### src/rtl/icache_assoc.sv
// Set-associative instruction cache with true-LRU replacement, whole-block
// refill from memory, synchronous flush and saturating hit/miss counters.
module icache_assoc #(
  parameter int unsigned SETS        = 8,
  parameter int unsigned WAYS        = 2,
  parameter int unsigned BLOCK_WORDS = 2
) (
  input  logic        CLK,
  input  logic        nRST,
  input  logic        imemREN,
  input  logic [31:0] imemaddr,
  output logic        ihit,
  output logic [31:0] imemload,
  input  logic        flush,
  output logic        iREN,
  output logic [31:0] iaddr,
  input  logic        iwait,
  input  logic [31:0] iload,
  output logic [31:0] hit_count,
  output logic [31:0] miss_count
);

  localparam int unsigned OB = $clog2(BLOCK_WORDS);
  localparam int unsigned IB = $clog2(SETS);
  localparam int unsigned AB = (WAYS > 1) ? $clog2(WAYS) : 1;
  localparam int unsigned OW = (OB > 0) ? OB : 1;
  localparam int unsigned TW = 32 - 2 - OB - IB;

  typedef enum logic {IDLE = 1'b0, FILL = 1'b1} state_e;

  // Storage
  logic          valid_q [WAYS][SETS];
  logic          valid_d [WAYS][SETS];
  logic [TW-1:0] tag_q   [WAYS][SETS];
  logic [TW-1:0] tag_d   [WAYS][SETS];
  logic [31:0]   data_q  [WAYS][SETS][BLOCK_WORDS];
  logic [31:0]   data_d  [WAYS][SETS][BLOCK_WORDS];
  logic [AB-1:0] age_q   [SETS][WAYS];
  logic [AB-1:0] age_d   [SETS][WAYS];

  // Control
  state_e        state_q, state_d;
  logic [OW-1:0] k_q, k_d;
  logic [TW-1:0] ftag_q, ftag_d;
  logic [IB-1:0] fidx_q, fidx_d;
  logic [AB-1:0] vict_q, vict_d;
  logic [31:0]   hit_count_q, hit_count_d;
  logic [31:0]   miss_count_q, miss_count_d;

  // Request decode and lookup results
  logic [OW-1:0] req_off;
  logic [IB-1:0] req_idx;
  logic [TW-1:0] req_tag;
  logic          match;
  logic [AB-1:0] hit_way;
  logic [AB-1:0] vict_sel;
  logic          inv_found;
  logic          touch_en;
  logic [IB-1:0] touch_set;
  logic [AB-1:0] touch_way;

  // Split the fetch address into offset, index and tag
  always_comb begin
    req_off = OW'((imemaddr >> 2) & 32'(BLOCK_WORDS - 1));
    req_idx = IB'(imemaddr >> (2 + OB));
    req_tag = TW'(imemaddr >> (2 + OB + IB));
  end

  // Tag compare across the ways of the addressed set; flush masks the hit
  always_comb begin
    match   = 1'b0;
    hit_way = '0;
    for (int w = 0; w < WAYS; w++) begin
      if (valid_q[w][req_idx] && (tag_q[w][req_idx] == req_tag)) begin
        match   = 1'b1;
        hit_way = AB'(w);
      end
    end
    ihit     = imemREN && (state_q == IDLE) && match && !flush;
    imemload = ihit ? data_q[hit_way][req_idx][req_off] : '0;
  end

  // Victim: lowest invalid way, else the oldest way
  always_comb begin
    vict_sel  = '0;
    inv_found = 1'b0;
    for (int w = 0; w < WAYS; w++) begin
      if (!inv_found && !valid_q[w][req_idx]) begin
        inv_found = 1'b1;
        vict_sel  = AB'(w);
      end
    end
    if (!inv_found) begin
      for (int w = 0; w < WAYS; w++) begin
        if (age_q[req_idx][w] == AB'(WAYS - 1)) vict_sel = AB'(w);
      end
    end
  end

  // Memory request is a pure decode of the fill registers
  always_comb begin
    iREN  = (state_q == FILL);
    iaddr = '0;
    if (state_q == FILL) begin
      iaddr = (32'(ftag_q) << (2 + OB + IB)) | (32'(fidx_q) << (2 + OB)) | (32'(k_q) << 2);
    end
  end

  // Next-state: flush, hit bookkeeping, miss entry and block refill
  always_comb begin
    state_d      = state_q;
    k_d          = k_q;
    ftag_d       = ftag_q;
    fidx_d       = fidx_q;
    vict_d       = vict_q;
    hit_count_d  = hit_count_q;
    miss_count_d = miss_count_q;
    valid_d      = valid_q;
    tag_d        = tag_q;
    data_d       = data_q;
    age_d        = age_q;
    touch_en     = 1'b0;
    touch_set    = '0;
    touch_way    = '0;

    if (flush) begin
      for (int w = 0; w < WAYS; w++) begin
        for (int s = 0; s < SETS; s++) begin
          valid_d[w][s] = 1'b0;
          age_d[s][w]   = AB'(w);
        end
      end
      state_d = IDLE;
      k_d     = '0;
    end else begin
      if (ihit) begin
        touch_en    = 1'b1;
        touch_set   = req_idx;
        touch_way   = hit_way;
        hit_count_d = (hit_count_q == '1) ? hit_count_q : hit_count_q + 32'd1;
      end
      case (state_q)
        IDLE: begin
          if (imemREN && !ihit) begin
            state_d      = FILL;
            k_d          = '0;
            ftag_d       = req_tag;
            fidx_d       = req_idx;
            vict_d       = vict_sel;
            miss_count_d = (miss_count_q == '1) ? miss_count_q : miss_count_q + 32'd1;
          end
        end
        FILL: begin
          if (!iwait) begin
            data_d[vict_q][fidx_q][k_q] = iload;
            if (k_q == OW'(BLOCK_WORDS - 1)) begin
              valid_d[vict_q][fidx_q] = 1'b1;
              tag_d[vict_q][fidx_q]   = ftag_q;
              touch_en  = 1'b1;
              touch_set = fidx_q;
              touch_way = vict_q;
              state_d   = IDLE;
              k_d       = '0;
            end else begin
              k_d = k_q + OW'(1);
            end
          end
        end
        default: state_d = IDLE;
      endcase
    end

    // Make touched way MRU; ways younger than it age by one
    if (touch_en) begin
      for (int w = 0; w < WAYS; w++) begin
        if (AB'(w) == touch_way) begin
          age_d[touch_set][w] = '0;
        end else if (age_q[touch_set][w] < age_q[touch_set][touch_way]) begin
          age_d[touch_set][w] = age_q[touch_set][w] + AB'(1);
        end
      end
    end
  end

  // Control, tag, valid and age registers
  always_ff @(posedge CLK or negedge nRST) begin
    if (!nRST) begin
      state_q      <= IDLE;
      k_q          <= '0;
      ftag_q       <= '0;
      fidx_q       <= '0;
      vict_q       <= '0;
      hit_count_q  <= '0;
      miss_count_q <= '0;
      for (int w = 0; w < WAYS; w++) begin
        for (int s = 0; s < SETS; s++) begin
          valid_q[w][s] <= 1'b0;
          tag_q[w][s]   <= '0;
          age_q[s][w]   <= AB'(w);
        end
      end
    end else begin
      state_q      <= state_d;
      k_q          <= k_d;
      ftag_q       <= ftag_d;
      fidx_q       <= fidx_d;
      vict_q       <= vict_d;
      hit_count_q  <= hit_count_d;
      miss_count_q <= miss_count_d;
      valid_q      <= valid_d;
      tag_q        <= tag_d;
      age_q        <= age_d;
    end
  end

  // Data array needs no reset; valid bits guard it
  always_ff @(posedge CLK) begin
    data_q <= data_d;
  end

  assign hit_count  = hit_count_q;
  assign miss_count = miss_count_q;

endmodule

### config.mk
export PLATFORM = sky130hd
export DESIGN_NAME = icache_assoc
export DESIGN_NICKNAME = d
export VERILOG_FILES = /design/src/rtl/icache_assoc.sv
export SDC_FILE = /design/constraint.sdc
export NUM_CORES = 2
export LEC_CHECK = 0
export ABC_AREA = 1
export ABC_CLOCK_PERIOD_IN_PS = 5550
export BUFFER_PORTS_ARGS = -buffer_cell sky130_fd_sc_hd__buf_4
export CAP_MARGIN = 20
export CELL_PAD_IN_SITES_DETAIL_PLACEMENT = 2
export CELL_PAD_IN_SITES_GLOBAL_PLACEMENT = 2
export CORE_AREA = 2 2 411 413
export DETAILED_ROUTE_END_ITERATION = 7
export DIE_AREA = 0 0 413 415
export PLACE_DENSITY_LB_ADDON = 0.1
export SYNTH_ARGS = -nofsm -noshare
export SYNTH_HDL_FRONTEND = slang
export SYNTH_SLANG_ARGS = --single-unit
export TNS_END_PERCENT = 20
### constraint.sdc
create_clock -name CLK -period 5.55 [get_ports CLK]
set_input_delay 0.555 -clock CLK [delete_from_list [all_inputs] [get_ports CLK]]
set_output_delay 0.555 -clock CLK [all_outputs]
set_load 0.05 [all_outputs]
==> impl_metrics.env <==
export IMPL_critPathArrivalTime_ps=4810
export IMPL_rsz0062_at_grt="no"
export IMPL_num_rows=150
export IMPL_yosysWarnings=0
export IMPL_cts_buffer_depth=3
export IMPL_min_path_cells=3
export IMPL_grt_use_met2=0.5435
export IMPL_r2r_slack_ps=1330
export IMPL_async_reset_ff_frac=0.3469
export IMPL_die_h_um=415
export IMPL_grtUsageMet1=0.4050
export IMPL_vias=53430
export IMPL_timing_slew_headroom=0.2563
export IMPL_dr_pass1_iters=5
export IMPL_setup_tns_ps=0
export IMPL_hold_start="imemaddr[23]"
export IMPL_avgSynthCellArea_um2=10.11
export IMPL_critPathKind="input port to primary output"
export IMPL_register_area_um2=44370
export IMPL_die_w_um=413
export IMPL_initial_core_util=0.4086
export IMPL_die_area_um2=171400
export IMPL_fmax_mhz=186.4
export IMPL_ant_nets=0
export IMPL_synth_edff_count=1024
export IMPL_totalWireLength_um=268400
export IMPL_required_ps=4990
export IMPL_gr_total_overflow=0
export IMPL_grt_start_max_net_pins=142
export IMPL_power_density_nw_per_um2=334.7
export IMPL_synth_distinct_cells=53
export IMPL_route_detailed_drc=0
export IMPL_cts_setup_buffers=0
export IMPL_core_area_um2=166700
export IMPL_place_gp_congestion=0.8257
export IMPL_syn_area_um2=68100
export IMPL_cts_tree="yes"
export IMPL_placed_area_um2=72690
export IMPL_nNetsFinal=6946
export IMPL_grt_util_met3=0.03623
export IMPL_ios=199
export IMPL_cts_sinks=1568
export IMPL_synth_seq_cells=1568
export IMPL_drt_iter0_drc=4088
export IMPL_hpwlAfterDp_um=152600
export IMPL_synthCells=6733
export IMPL_setup_viol=0
export IMPL_multi_input_area_um2=20160
export IMPL_maxCapViolCount=0
export IMPL_hold_violations=0
export IMPL_period_share=0.9665
export IMPL_peakVddDrop_mv=0.3038
export IMPL_final_area_um2=78430
export IMPL_hold_path_class="input port to register"
export IMPL_r2r_end="miss_count[26]"
export IMPL_grt_pass1_wl_um=396100
export IMPL_syn2layout_area_growth_pct=15.18
export IMPL_cts_clk_slew_worst_paths_ps=60
export IMPL_htree_num_levels=4
export IMPL_fin_skew_ps=39.62
export IMPL_synth_ff_type="edfxtp_1"
export IMPL_grt_pass1_vias=58200
export IMPL_drv_slew=0
export IMPL_r2r_start="tag_q[204]"
export IMPL_worstHoldEndpoint="ftag_q[17]"
export IMPL_rr_worst_depth=21
export IMPL_cts_root_buf="clkbuf_16"
export IMPL_timing_final_crit_period_ps=5364
export IMPL_clock_latency_ps=820
export IMPL_cts_buffers=177
export IMPL_crit_path_max_fanout=77
export IMPL_drive_gt1_frac=0.1030
export IMPL_busiest_layer="met2"
export IMPL_ys_seq_area_frac=0.6516
export IMPL_antenna_found_initial=16
export IMPL_via_per_inst=5.786
export IMPL_nFillCells=17090
export IMPL_endpoint_kind="primary output"
export IMPL_wl_per_cell_um=29.06
export IMPL_worstMarginPinSlew_ps=1116
export IMPL_grt_util_all_layers=0.3124
export IMPL_worst_setup_path_start_kind="input port"
export IMPL_p_leak_uw=0.03107
export IMPL_status="complete, no violations"
export IMPL_totalPowerFinal_uw=26250
export IMPL_portBuffers=194
==> final cells by class <==
| type | count | area share |
|---|---|---|
| Clock buffer | 256 | 0.06300 |
| Tap cell | 2204 | 0.03516 |
| Clock inverter | 68 | 0.008040 |
| Timing Repair Buffer | 403 | 0.04782 |
| Antenna cell | 10 | 0.0003190 |
| Sequential cell | 1568 | 0.5657 |
| Multi-Input combinational cell | 4258 | 0.2571 |
| Inverter | 467 | 0.02283 |
==> flip-flops by register name (all words and copies together), names as in the netlist <==
register and count:
miss_count 32, k_q 1, hit_count 32, fidx_q 3, iREN 1, age_q 16, valid_q 16, vict_q 1
ftag_q 26, data_q 1024, tag_q 416
==> logic make-up (layout without fill, tap and decap cells) <==
family,after synthesis,after routing,share of synthesized area
AND/OR/NAND/NOR,3163,3163,0.1951
adder cells (fa/ha/maj),2,2,0.0003674
multiplexers,3,3,0.0004961
buffers and inverters,908,1194,0.05569
flip-flops,1568,1568,0.6516
other,1,12,0.00005507
XOR/XNOR,62,62,0.007974
AO/OA/AOI/OAI,1026,1026,0.08876
==> cell usage in the layout, fill, tap and decap left out, types with 6 or more instances in the layout <==
cell,count
nand2_1,1967
edfxtp_1,1024
nand3_1,820
dfrtp_1,535
o21ai_0,509
inv_1,452
buf_4,337
a21oi_1,272
nor2_1,234
clkbuf_16,181
a221o_1,88
clkbuf_1,62
o211ai_1,60
buf_12,49
a32o_1,44
xor2_1,41
clkinv_1,38
o21ai_1,34
nor3_1,28
nand4_1,24
nor2_4,23
xnor2_1,21
clkinv_2,19
nor3_2,16
nor4_1,15
clkbuf_8,13
diode_2,10
dlygate4sd3_1,9
dfstp_2,8
nand3_2,6
bufinv_16,6
==> metal layers <==
| layer | routed length [um] | vias up |
|---|---|---|
| met5 | 56 | - |
| met4 | 9113 | 8 |
| met3 | 11740 | 455 |
| met2 | 135800 | 1357 |
| met1 | 111600 | 28370 |
| li1 | - | 23240 |
==> how the worst max path moves through the flow <==
| stage | start | end | slack (ps) |
|---|---|---|---|
| 4_1_cts | imemaddr[3] | imemload[28] | 220 |
| 5_1_grt | imemaddr[3] | imemload[31] | 10 |
| 2_1_floorplan | imemaddr[3] | imemload[10] | 1060 |
| 3_5_place_dp | imemaddr[3] | imemload[1] | 300 |
| 3_3_place_gp | imemaddr[3] | imemload[9] | 360 |
| 6_report | imemaddr[3] | imemload[28] | 190 |
==> critical path, cell delays in order <==
cell and delay [ps]:
buf_8 190, inv_16 360, buf_4 240, nand2_1 70
nand3_1 70, nand3_1 150, nand3_1 190, nand2_1 80
inv_1 90, nand2_1 90, nor2_1 180, nand2_1 90
nor2_1 220, nand2_4 190, inv_8 240, buf_12 220
buf_12 190, nand2_1 100, a32o_1 240, o211ai_1 210
nand3_1 110, a21oi_1 230, buf_4 190, buf_4 210
==> per-stage QoR <==
stage / setup WS (ps) / util / hold WS, ps / instances
after floorplan: 1061 / - / 259.4 / 6734
after global placement: 359.8 / 0.4360 / 460.9 / 8888
after detailed placement: 297.6 / 0.4361 / 471.2 / 8889
after CTS: 221.8 / 0.4701 / 0.8243 / 9222
after global routing: 10.69 / 0.4706 / 39.14 / 9230
final: 186.2 / 0.4706 / 45.14 / 9234
==> repair_timing <==
item	CTS	global route
hold buffers	9	0
gates resized for setup	0	1
hold endpoints to repair	48	0
endpoints found under the setup margin	0	2
==> cells in the mapped netlist, types with 34 or more instances <==
cell type	instances	area share
buf_1	37	0.0020
buf_2	93	0.0068
a32o_1	44	0.0065
a221o_1	88	0.013
o211ai_1	60	0.0066
xor2_1	41	0.0053
o21ai_0	509	0.037
nand3_1	822	0.060
edfxtp_1	1024	0.45
nand2_1	1968	0.11
dfrtp_1	536	0.20
clkbuf_1	268	0.015
inv_1	455	0.025
o21ai_1	34	0.0025
a21oi_1	272	0.020
nor3_1	42	0.0031
nor2_1	252	0.014
==> power by group <==
group	switching, uW	internal (uW)	total [uW]
clock network	5010	6480	11500
registers	210	12700	12900
logic	1400	472	1880
total	6620	19600	26300
(Power assumes the default switching activity.)
